## config.mk

```make
export PLATFORM = sky130hd
export DESIGN_NAME = alu_result_stage_flat
export DESIGN_NICKNAME = d
export VERILOG_FILES = /design/src/rtl/alu_result_stage_if.sv /design/src/rtl/alu_result_stage.sv /design/src/flat_wrapper.sv
export SDC_FILE = /design/constraint.sdc
export NUM_CORES = 1
export LEC_CHECK = 0
export CAP_MARGIN = 20
export CORE_MARGIN = 1
export CORE_UTILIZATION = 48
export DETAILED_ROUTE_END_ITERATION = 6
export GPL_TIMING_DRIVEN = 0
export PLACE_DENSITY = 0.76
export SETUP_SLACK_MARGIN = 0.3
export SYNTH_ARGS = -nofsm -noshare
export SYNTH_HDL_FRONTEND = slang
export SYNTH_SLANG_ARGS = --single-unit
export TNS_END_PERCENT = 1
```

## constraint.sdc

```tcl
create_clock -name clk -period 4 [get_ports clk]
set_input_delay 0.8 -clock clk [delete_from_list [all_inputs] [get_ports clk]]
set_output_delay 0.8 -clock clk [all_outputs]
set_load 0.01 [all_outputs]
```

## src/rtl/alu_result_stage_if.sv

```systemverilog
// Issue, ALU-result, redirect, writeback and counter signals of the ALU result stage.
interface alu_result_stage_if #(
  parameter int unsigned DATA_WIDTH = 32,
  parameter int unsigned ADDR_WIDTH = 32,
  parameter int unsigned CNT_WIDTH  = 32
);
  logic                  issue_valid_i;
  logic                  issue_ready_o;
  logic [1:0]            issue_kind_i;
  logic [4:0]            issue_rd_i;
  logic [ADDR_WIDTH-1:0] issue_pc_i;
  logic [ADDR_WIDTH-1:0] issue_target_i;
  logic [DATA_WIDTH-1:0] alu_res_i;
  logic                  alu_zero_i;
  logic                  redirect_valid_o;
  logic [ADDR_WIDTH-1:0] redirect_pc_o;
  logic                  wb_valid_o;
  logic                  wb_ready_i;
  logic [4:0]            wb_rd_o;
  logic [DATA_WIDTH-1:0] wb_data_o;
  logic [CNT_WIDTH-1:0]  br_count_o;
  logic [CNT_WIDTH-1:0]  br_taken_count_o;

  modport master (
    output issue_valid_i, issue_kind_i, issue_rd_i, issue_pc_i, issue_target_i,
           alu_res_i, alu_zero_i, wb_ready_i,
    input  issue_ready_o, redirect_valid_o, redirect_pc_o, wb_valid_o,
           wb_rd_o, wb_data_o, br_count_o, br_taken_count_o
  );

  modport slave (
    input  issue_valid_i, issue_kind_i, issue_rd_i, issue_pc_i, issue_target_i,
           alu_res_i, alu_zero_i, wb_ready_i,
    output issue_ready_o, redirect_valid_o, redirect_pc_o, wb_valid_o,
           wb_rd_o, wb_data_o, br_count_o, br_taken_count_o
  );
endinterface

```

## src/rtl/alu_result_stage.sv

```systemverilog
// Aligns issue metadata with the registered salu result, resolves branches/jumps
// and buffers register writebacks in a small credit-managed FIFO.
module alu_result_stage #(
  parameter int unsigned DATA_WIDTH = 32,
  parameter int unsigned ADDR_WIDTH = 32,
  parameter int unsigned WB_DEPTH   = 3,
  parameter int unsigned CNT_WIDTH  = 32
) (
  input logic               clk,
  input logic               rst_n,
  alu_result_stage_if.slave bus
);
  localparam int unsigned PTR_WIDTH = (WB_DEPTH > 1) ? $clog2(WB_DEPTH) : 1;
  localparam int unsigned OCC_WIDTH = $clog2(WB_DEPTH + 1);
  localparam int unsigned SUM_WIDTH = OCC_WIDTH + 1;
  localparam logic [1:0]  KIND_ALU  = 2'b00;
  localparam logic [1:0]  KIND_BR   = 2'b01;
  localparam logic [1:0]  KIND_JAL  = 2'b10;

  typedef struct packed {
    logic [4:0]            rd;
    logic [DATA_WIDTH-1:0] data;
  } wb_entry_t;

  logic                  s1_valid;
  logic [1:0]            s1_kind;
  logic [4:0]            s1_rd;
  logic [ADDR_WIDTH-1:0] s1_pc;
  logic [ADDR_WIDTH-1:0] s1_target;

  wb_entry_t             mem [WB_DEPTH];
  logic [PTR_WIDTH-1:0]  rd_ptr;
  logic [PTR_WIDTH-1:0]  wr_ptr;
  logic [OCC_WIDTH-1:0]  occ;
  wb_entry_t             head;
  logic [ADDR_WIDTH-1:0] redirect_pc_q;
  logic [CNT_WIDTH-1:0]  br_cnt;
  logic [CNT_WIDTH-1:0]  br_taken_cnt;

  logic                  taken;
  logic                  ready;
  logic                  fire;
  logic                  push;
  logic                  pop;
  wb_entry_t             push_entry;
  logic [OCC_WIDTH-1:0]  occ_after_pop;
  logic [OCC_WIDTH-1:0]  occ_next;
  logic [PTR_WIDTH-1:0]  rd_ptr_next;
  logic [PTR_WIDTH-1:0]  wr_ptr_next;
  wb_entry_t             head_next;

  function automatic logic [PTR_WIDTH-1:0] ptr_inc(input logic [PTR_WIDTH-1:0] p);
    return (p == PTR_WIDTH'(WB_DEPTH - 1)) ? '0 : p + PTR_WIDTH'(1);
  endfunction

  // Resolution, credit check and FIFO next-state.
  always_comb begin
    taken = s1_valid && (((s1_kind == KIND_BR) && bus.alu_zero_i) || (s1_kind == KIND_JAL));
    // Credit counts the in-flight s1 slot; a same-cycle pop is deliberately ignored.
    ready = !taken && ((SUM_WIDTH'(occ) + SUM_WIDTH'(s1_valid)) < SUM_WIDTH'(WB_DEPTH));
    fire  = bus.issue_valid_i && ready;

    push          = s1_valid && (s1_rd != 5'd0) && ((s1_kind == KIND_ALU) || (s1_kind == KIND_JAL));
    push_entry.rd = s1_rd;
    push_entry.data = (s1_kind == KIND_JAL) ? DATA_WIDTH'(s1_pc + ADDR_WIDTH'(4)) : bus.alu_res_i;
    pop           = (occ != '0) && bus.wb_ready_i;

    occ_after_pop = occ - OCC_WIDTH'(pop);
    occ_next      = occ_after_pop + OCC_WIDTH'(push);
    rd_ptr_next   = pop  ? ptr_inc(rd_ptr) : rd_ptr;
    wr_ptr_next   = push ? ptr_inc(wr_ptr) : wr_ptr;

    // Head is registered; it holds its last value once the FIFO drains.
    head_next = head;
    if (occ_next != '0) begin
      if (push && (occ_after_pop == '0)) head_next = push_entry;
      else                               head_next = mem[rd_ptr_next];
    end
  end

  // Issue metadata stage.
  always_ff @(posedge clk or negedge rst_n) begin
    if (!rst_n) begin
      s1_valid  <= 1'b0;
      s1_kind   <= 2'b00;
      s1_rd     <= 5'd0;
      s1_pc     <= '0;
      s1_target <= '0;
    end else begin
      s1_valid <= fire;
      if (fire) begin
        s1_kind   <= bus.issue_kind_i;
        s1_rd     <= bus.issue_rd_i;
        s1_pc     <= bus.issue_pc_i;
        s1_target <= bus.issue_target_i;
      end
    end
  end

  // FIFO control, head, redirect hold and counters.
  always_ff @(posedge clk or negedge rst_n) begin
    if (!rst_n) begin
      rd_ptr        <= '0;
      wr_ptr        <= '0;
      occ           <= '0;
      head          <= '0;
      redirect_pc_q <= '0;
      br_cnt        <= '0;
      br_taken_cnt  <= '0;
    end else begin
      rd_ptr <= rd_ptr_next;
      wr_ptr <= wr_ptr_next;
      occ    <= occ_next;
      head   <= head_next;
      if (taken) redirect_pc_q <= s1_target;
      if (s1_valid && ((s1_kind == KIND_BR) || (s1_kind == KIND_JAL)))
        br_cnt <= br_cnt + CNT_WIDTH'(1);
      if (taken) br_taken_cnt <= br_taken_cnt + CNT_WIDTH'(1);
    end
  end

  // Storage array; contents are only meaningful between the pointers.
  always_ff @(posedge clk) begin
    if (push) mem[wr_ptr] <= push_entry;
  end

  assign bus.issue_ready_o    = ready;
  assign bus.redirect_valid_o = taken;
  assign bus.redirect_pc_o    = taken ? s1_target : redirect_pc_q;
  assign bus.wb_valid_o       = (occ != '0);
  assign bus.wb_rd_o          = head.rd;
  assign bus.wb_data_o        = head.data;
  assign bus.br_count_o       = br_cnt;
  assign bus.br_taken_count_o = br_taken_cnt;

  a_no_overflow: assert property (@(posedge clk) disable iff (!rst_n)
    !(push && !pop && (occ == OCC_WIDTH'(WB_DEPTH))))
    else $error("writeback fifo overflow push");
endmodule

```

## src/flat_wrapper.sv

```systemverilog
// flat-port wrapper written by rule: the top's interface ports become plain ports
module alu_result_stage_flat 
#(
  parameter int unsigned DATA_WIDTH = 32,
  parameter int unsigned ADDR_WIDTH = 32,
  parameter int unsigned WB_DEPTH   = 3,
  parameter int unsigned CNT_WIDTH  = 32
)
  (clk, rst_n, bus_issue_valid_i, bus_issue_kind_i, bus_issue_rd_i, bus_issue_pc_i, bus_issue_target_i, bus_alu_res_i, bus_alu_zero_i, bus_wb_ready_i, bus_issue_ready_o, bus_redirect_valid_o, bus_redirect_pc_o, bus_wb_valid_o, bus_wb_rd_o, bus_wb_data_o, bus_br_count_o, bus_br_taken_count_o);
  alu_result_stage_if #(.DATA_WIDTH(DATA_WIDTH), .ADDR_WIDTH(ADDR_WIDTH), .CNT_WIDTH(CNT_WIDTH)) bus_i ();
  input logic clk;
  input logic rst_n;
  input wire logic [$bits(bus_i.issue_valid_i)-1:0] bus_issue_valid_i;
  input wire logic [$bits(bus_i.issue_kind_i)-1:0] bus_issue_kind_i;
  input wire logic [$bits(bus_i.issue_rd_i)-1:0] bus_issue_rd_i;
  input wire logic [$bits(bus_i.issue_pc_i)-1:0] bus_issue_pc_i;
  input wire logic [$bits(bus_i.issue_target_i)-1:0] bus_issue_target_i;
  input wire logic [$bits(bus_i.alu_res_i)-1:0] bus_alu_res_i;
  input wire logic [$bits(bus_i.alu_zero_i)-1:0] bus_alu_zero_i;
  input wire logic [$bits(bus_i.wb_ready_i)-1:0] bus_wb_ready_i;
  output wire logic [$bits(bus_i.issue_ready_o)-1:0] bus_issue_ready_o;
  output wire logic [$bits(bus_i.redirect_valid_o)-1:0] bus_redirect_valid_o;
  output wire logic [$bits(bus_i.redirect_pc_o)-1:0] bus_redirect_pc_o;
  output wire logic [$bits(bus_i.wb_valid_o)-1:0] bus_wb_valid_o;
  output wire logic [$bits(bus_i.wb_rd_o)-1:0] bus_wb_rd_o;
  output wire logic [$bits(bus_i.wb_data_o)-1:0] bus_wb_data_o;
  output wire logic [$bits(bus_i.br_count_o)-1:0] bus_br_count_o;
  output wire logic [$bits(bus_i.br_taken_count_o)-1:0] bus_br_taken_count_o;
  assign bus_i.issue_valid_i = bus_issue_valid_i;
  assign bus_i.issue_kind_i = bus_issue_kind_i;
  assign bus_i.issue_rd_i = bus_issue_rd_i;
  assign bus_i.issue_pc_i = bus_issue_pc_i;
  assign bus_i.issue_target_i = bus_issue_target_i;
  assign bus_i.alu_res_i = bus_alu_res_i;
  assign bus_i.alu_zero_i = bus_alu_zero_i;
  assign bus_i.wb_ready_i = bus_wb_ready_i;
  assign bus_issue_ready_o = bus_i.issue_ready_o;
  assign bus_redirect_valid_o = bus_i.redirect_valid_o;
  assign bus_redirect_pc_o = bus_i.redirect_pc_o;
  assign bus_wb_valid_o = bus_i.wb_valid_o;
  assign bus_wb_rd_o = bus_i.wb_rd_o;
  assign bus_wb_data_o = bus_i.wb_data_o;
  assign bus_br_count_o = bus_i.br_count_o;
  assign bus_br_taken_count_o = bus_i.br_taken_count_o;
  alu_result_stage #(.DATA_WIDTH(DATA_WIDTH), .ADDR_WIDTH(ADDR_WIDTH), .WB_DEPTH(WB_DEPTH), .CNT_WIDTH(CNT_WIDTH)) u_core (.clk(clk), .rst_n(rst_n), .bus(bus_i));
endmodule
```

==> impl_metrics.tcl <==
set metrics [dict create \
    place_congestion 0.861 \
    ys_warn_count 0 \
    sw_frac_of_total_pct 36.0 \
    routed_via_density 5.69 \
    route.detailed.drc 0 \
    drv_cap 0 \
    setup_viol 0 \
    p_switching_uw 5410 \
    crit_chain "clkdlybuf4s50_1, a21o_1, and2_1, clkbuf_8, clkbuf_8, mux2_2, clkdlybuf4s50_1" \
    synth_flop_cell "dfrtp_1" \
    p_per_area_nw_per_um2 806 \
    synth_area_leader_cell "dfrtp_1" \
    cellLeakagePower_uw 0.00743 \
    comb_power_share_pct 42.8 \
    antenna_found_initial 10 \
    io_pins 244 \
    io_buffer_count 243 \
    synth_cell_types 62 \
    critical_path_class "in -> out" \
    synth_fp_nets 1269 \
    area_growth_pct 30.4 \
    worstMarginPinSlew_ns 0.919 \
    ant_nets 0 \
    die_area_um2 30500 \
    outcome "complete, no violations" \
    tns_ns 0 \
    start_kind "primary input" \
    drtIter0Drc 1011 \
    cp-end-kind "output port" \
    finalCriticalPeriod_ns 3.75 \
    die_w_um 175 \
    nets 1560 \
    synth_cells 1151 \
    dieHeight_um 175 \
    power_uw 15000 \
    p_seq_share_pct 36.1 \
    fin_cells 1854 \
    vdd_drop_max_mv 0.582 \
    htreeDepth 2 \
    synth_top_cell_area_share_pct 37.0 \
    path_max_fanout 10 \
    seq_area_frac_synth_pct 60.3 \
    cts_tree "done" \
    dp_hpwl_um 27500 \
    grt_use_total_pct 25.3 \
    p_int_uw 9620 \
    core_um2 29000 \
    maxSlewHeadroom_pct 38.2 \
    synth_area_leaders "dfrtp_1 37%, edfxtp_1 23%, mux2_2 8.7%" \
    skew_ns 0.0103 \
    grt_pass1_vias 10700 \
    cp_slowest_cell "clkdlybuf4s50_1" \
    cts_buffers 35 \
    drt_first_pass_iters 5 \
    rows 62 \
    cp_data_arrival_time_ns 2.95 \
    clock_sinks 322 \
    setup_slack_ns 0.254 \
    yosys.cell_count.top_type "dfrtp_1" \
    grt_max_degree 113 \
    ys_top_cells_by_count "211 x dfrtp_1, 121 x nand2_1, 111 x edfxtp_1, 111 x mux2_2, 55 x nand3_1" \
    routed_wl_um 38300 \
    insertion_delay_ns 0.51 \
    grt_pass1_wl_um 59400 \
    pwr-share-clk_pct 21.1 \
    seq_area_um2 8610 \
    multi_input_area_um2 5410 \
    vias 10600 \
    cts-root-buf "clkbuf_16" \
    rsz0062_at_grt "yes" \
    clk_path_buf_depth 3 \
    hold_viol 0 \
    layout-drive-gt1-share_pct 14.4 \
    asyncSetResetFlopFracSynth_pct 65.5 \
    drv_slew 0 \
    hold_buffers 0 \
    cp.required_ns 3.20 \
    initial_utilization_pct 49.2 \
    wl_per_cell_um 20.7 \
    fin_crit_sh_pct 93.6 \
    synth_area_um2 14300 \
    place_ws_ns -1.53 \
    grt-ovfl-total 0 \
    syn_area_per_cell_um2 12.4 \
    timing.fmax_mhz 267 \
    dp_cells 1788 \
    synth_edf_count 111 \
    hp-class "in -> async" \
    critPathMaxStageDelay_ns 0.56 \
    ys_ff_latch 322 \
    fill_cells 2206 \
    cts.clk_slew.worst_paths_ns 0.06 \
]
## kinds of logic (layout without fill, tap and decap cells)
group | after synthesis | count (layout) | synth area share [%]
AND/OR/NAND/NOR | 360 | 360 | 12.6
flip-flops | 322 | 322 | 60.3
AO/OA/AOI/OAI | 167 | 167 | 8.44
multiplexers | 143 | 143 | 11.0
buffers and inverters | 75 | 388 | 2.16
XOR/XNOR | 74 | 74 | 4.64
adder cells (fa/ha/maj) | 10 | 10 | 0.876
other | 0 | 6 | 0
## critical path: cells and delay by family
family,cells,cell delay (ns)
buf+inv,4,1.45
mux,1,0.35
compound gates,1,0.17
simple gates,1,0.16
## what timing repair did
item | in CTS | in global routing
resized for setup | 30 | 16
setup buffers | 0 | 1
pin swaps | 0 | 1
setup endpoints to repair | 70 | 60
## state kept, by name (all words and copies together), names as in the netlist
signal	count
u_core.bus.br_count_o	32
u_core.bus.br_taken_count_o	32
u_core.bus.wb_data_o	32
u_core.bus.wb_rd_o	5
u_core.mem	111
u_core.occ	2
u_core.rd_ptr	2
u_core.redirect_pc_q	32
u_core.s1_kind	2
u_core.s1_pc	32
u_core.s1_rd	5
u_core.s1_target	32
u_core.s1_valid	1
u_core.wr_ptr	2
## metrics by stage
step	hold slack, ns	utilization (%)	instance area, um2
after floorplan	0.474	-	14300
after global placement	0.464	59.3	17200
after detailed placement	0.470	59.9	17400
after CTS	0.399	64.1	18600
after global routing	0.449	64.2	18600
final	0.363	64.2	18600
## layer usage
layer	track usage (%)	share of wire [%]	vias up
met5	0	0.10	-
met1	30.5	38	5158
li1	-	-	4850
met3	8.71	10	86
met4	9.86	3.3	6
met2	41.7	48	453
## worst paths after layout
check	depth (start not counted)	slack (ns)	startpoint	endpoint
max	7	0.25	bus_alu_zero_i	bus_redirect_pc_o[17]
min	1	0.36	rst_n	u_core.bus.wb_data_o[29]
max reg2reg	14	0.40	u_core.occ[1]	u_core.bus.wb_data_o[18]
min reg2reg	1	0.48	u_core.bus.br_taken_count_o[31]	u_core.bus.br_taken_count_o[31]
max in group asynchronous	2	2.62	rst_n	u_core.s1_valid
min in group clk	1	0.48	u_core.bus.br_taken_count_o[31]	u_core.bus.br_taken_count_o[31]
## power by group through the flow
| stage | logic [uW] | clock network (uW) | registers, uW |
|---|---|---|---|
| 2_1_floorplan | 3690 | 0 | 5320 |
| 3_3_place_gp | 5990 | 0 | 5430 |
| 3_5_place_dp | 6220 | 0 | 5460 |
| 4_1_cts | 6370 | 3220 | 5410 |
| 5_1_grt | 6960 | 3340 | 5540 |
| 6_report | 6440 | 3170 | 5420 |
## layout by cell type (no fill, tap or decap), drive strengths merged, types with 11 or more instances in the layout
| master | n |
|---|---|
| a32oi | 14 |
| inv | 20 |
| edfxtp | 111 |
| mux2i | 32 |
| mux2 | 111 |
| clkdlybuf4s50 | 240 |
| a31oi | 13 |
| a221o | 15 |
| nor2 | 51 |
| o21ai | 35 |
| and3 | 43 |
| buf | 27 |
| clkbuf | 88 |
| nand4 | 25 |
| nand2 | 121 |
| nand3 | 56 |
| xnor2 | 53 |
| a211oi | 15 |
| xor2 | 20 |
| nor3 | 14 |
| dfrtp | 211 |
| a21oi | 15 |
| a22oi | 11 |
## final cells by class
class                           instances  share of cell area, %
Sequential cell                       322                   46.2
Multi-Input combinational cell        754                   29.0
Timing Repair Buffer                  254                   14.0
Clock buffer                           48                   5.46
Tap cell                              384                   2.58
Buffer                                 55                   1.64
Clock inverter                         11                  0.571
Inverter                               20                  0.403
Antenna cell                            6                 0.0806
Note: power is estimated with default switching activity, not from simulation.
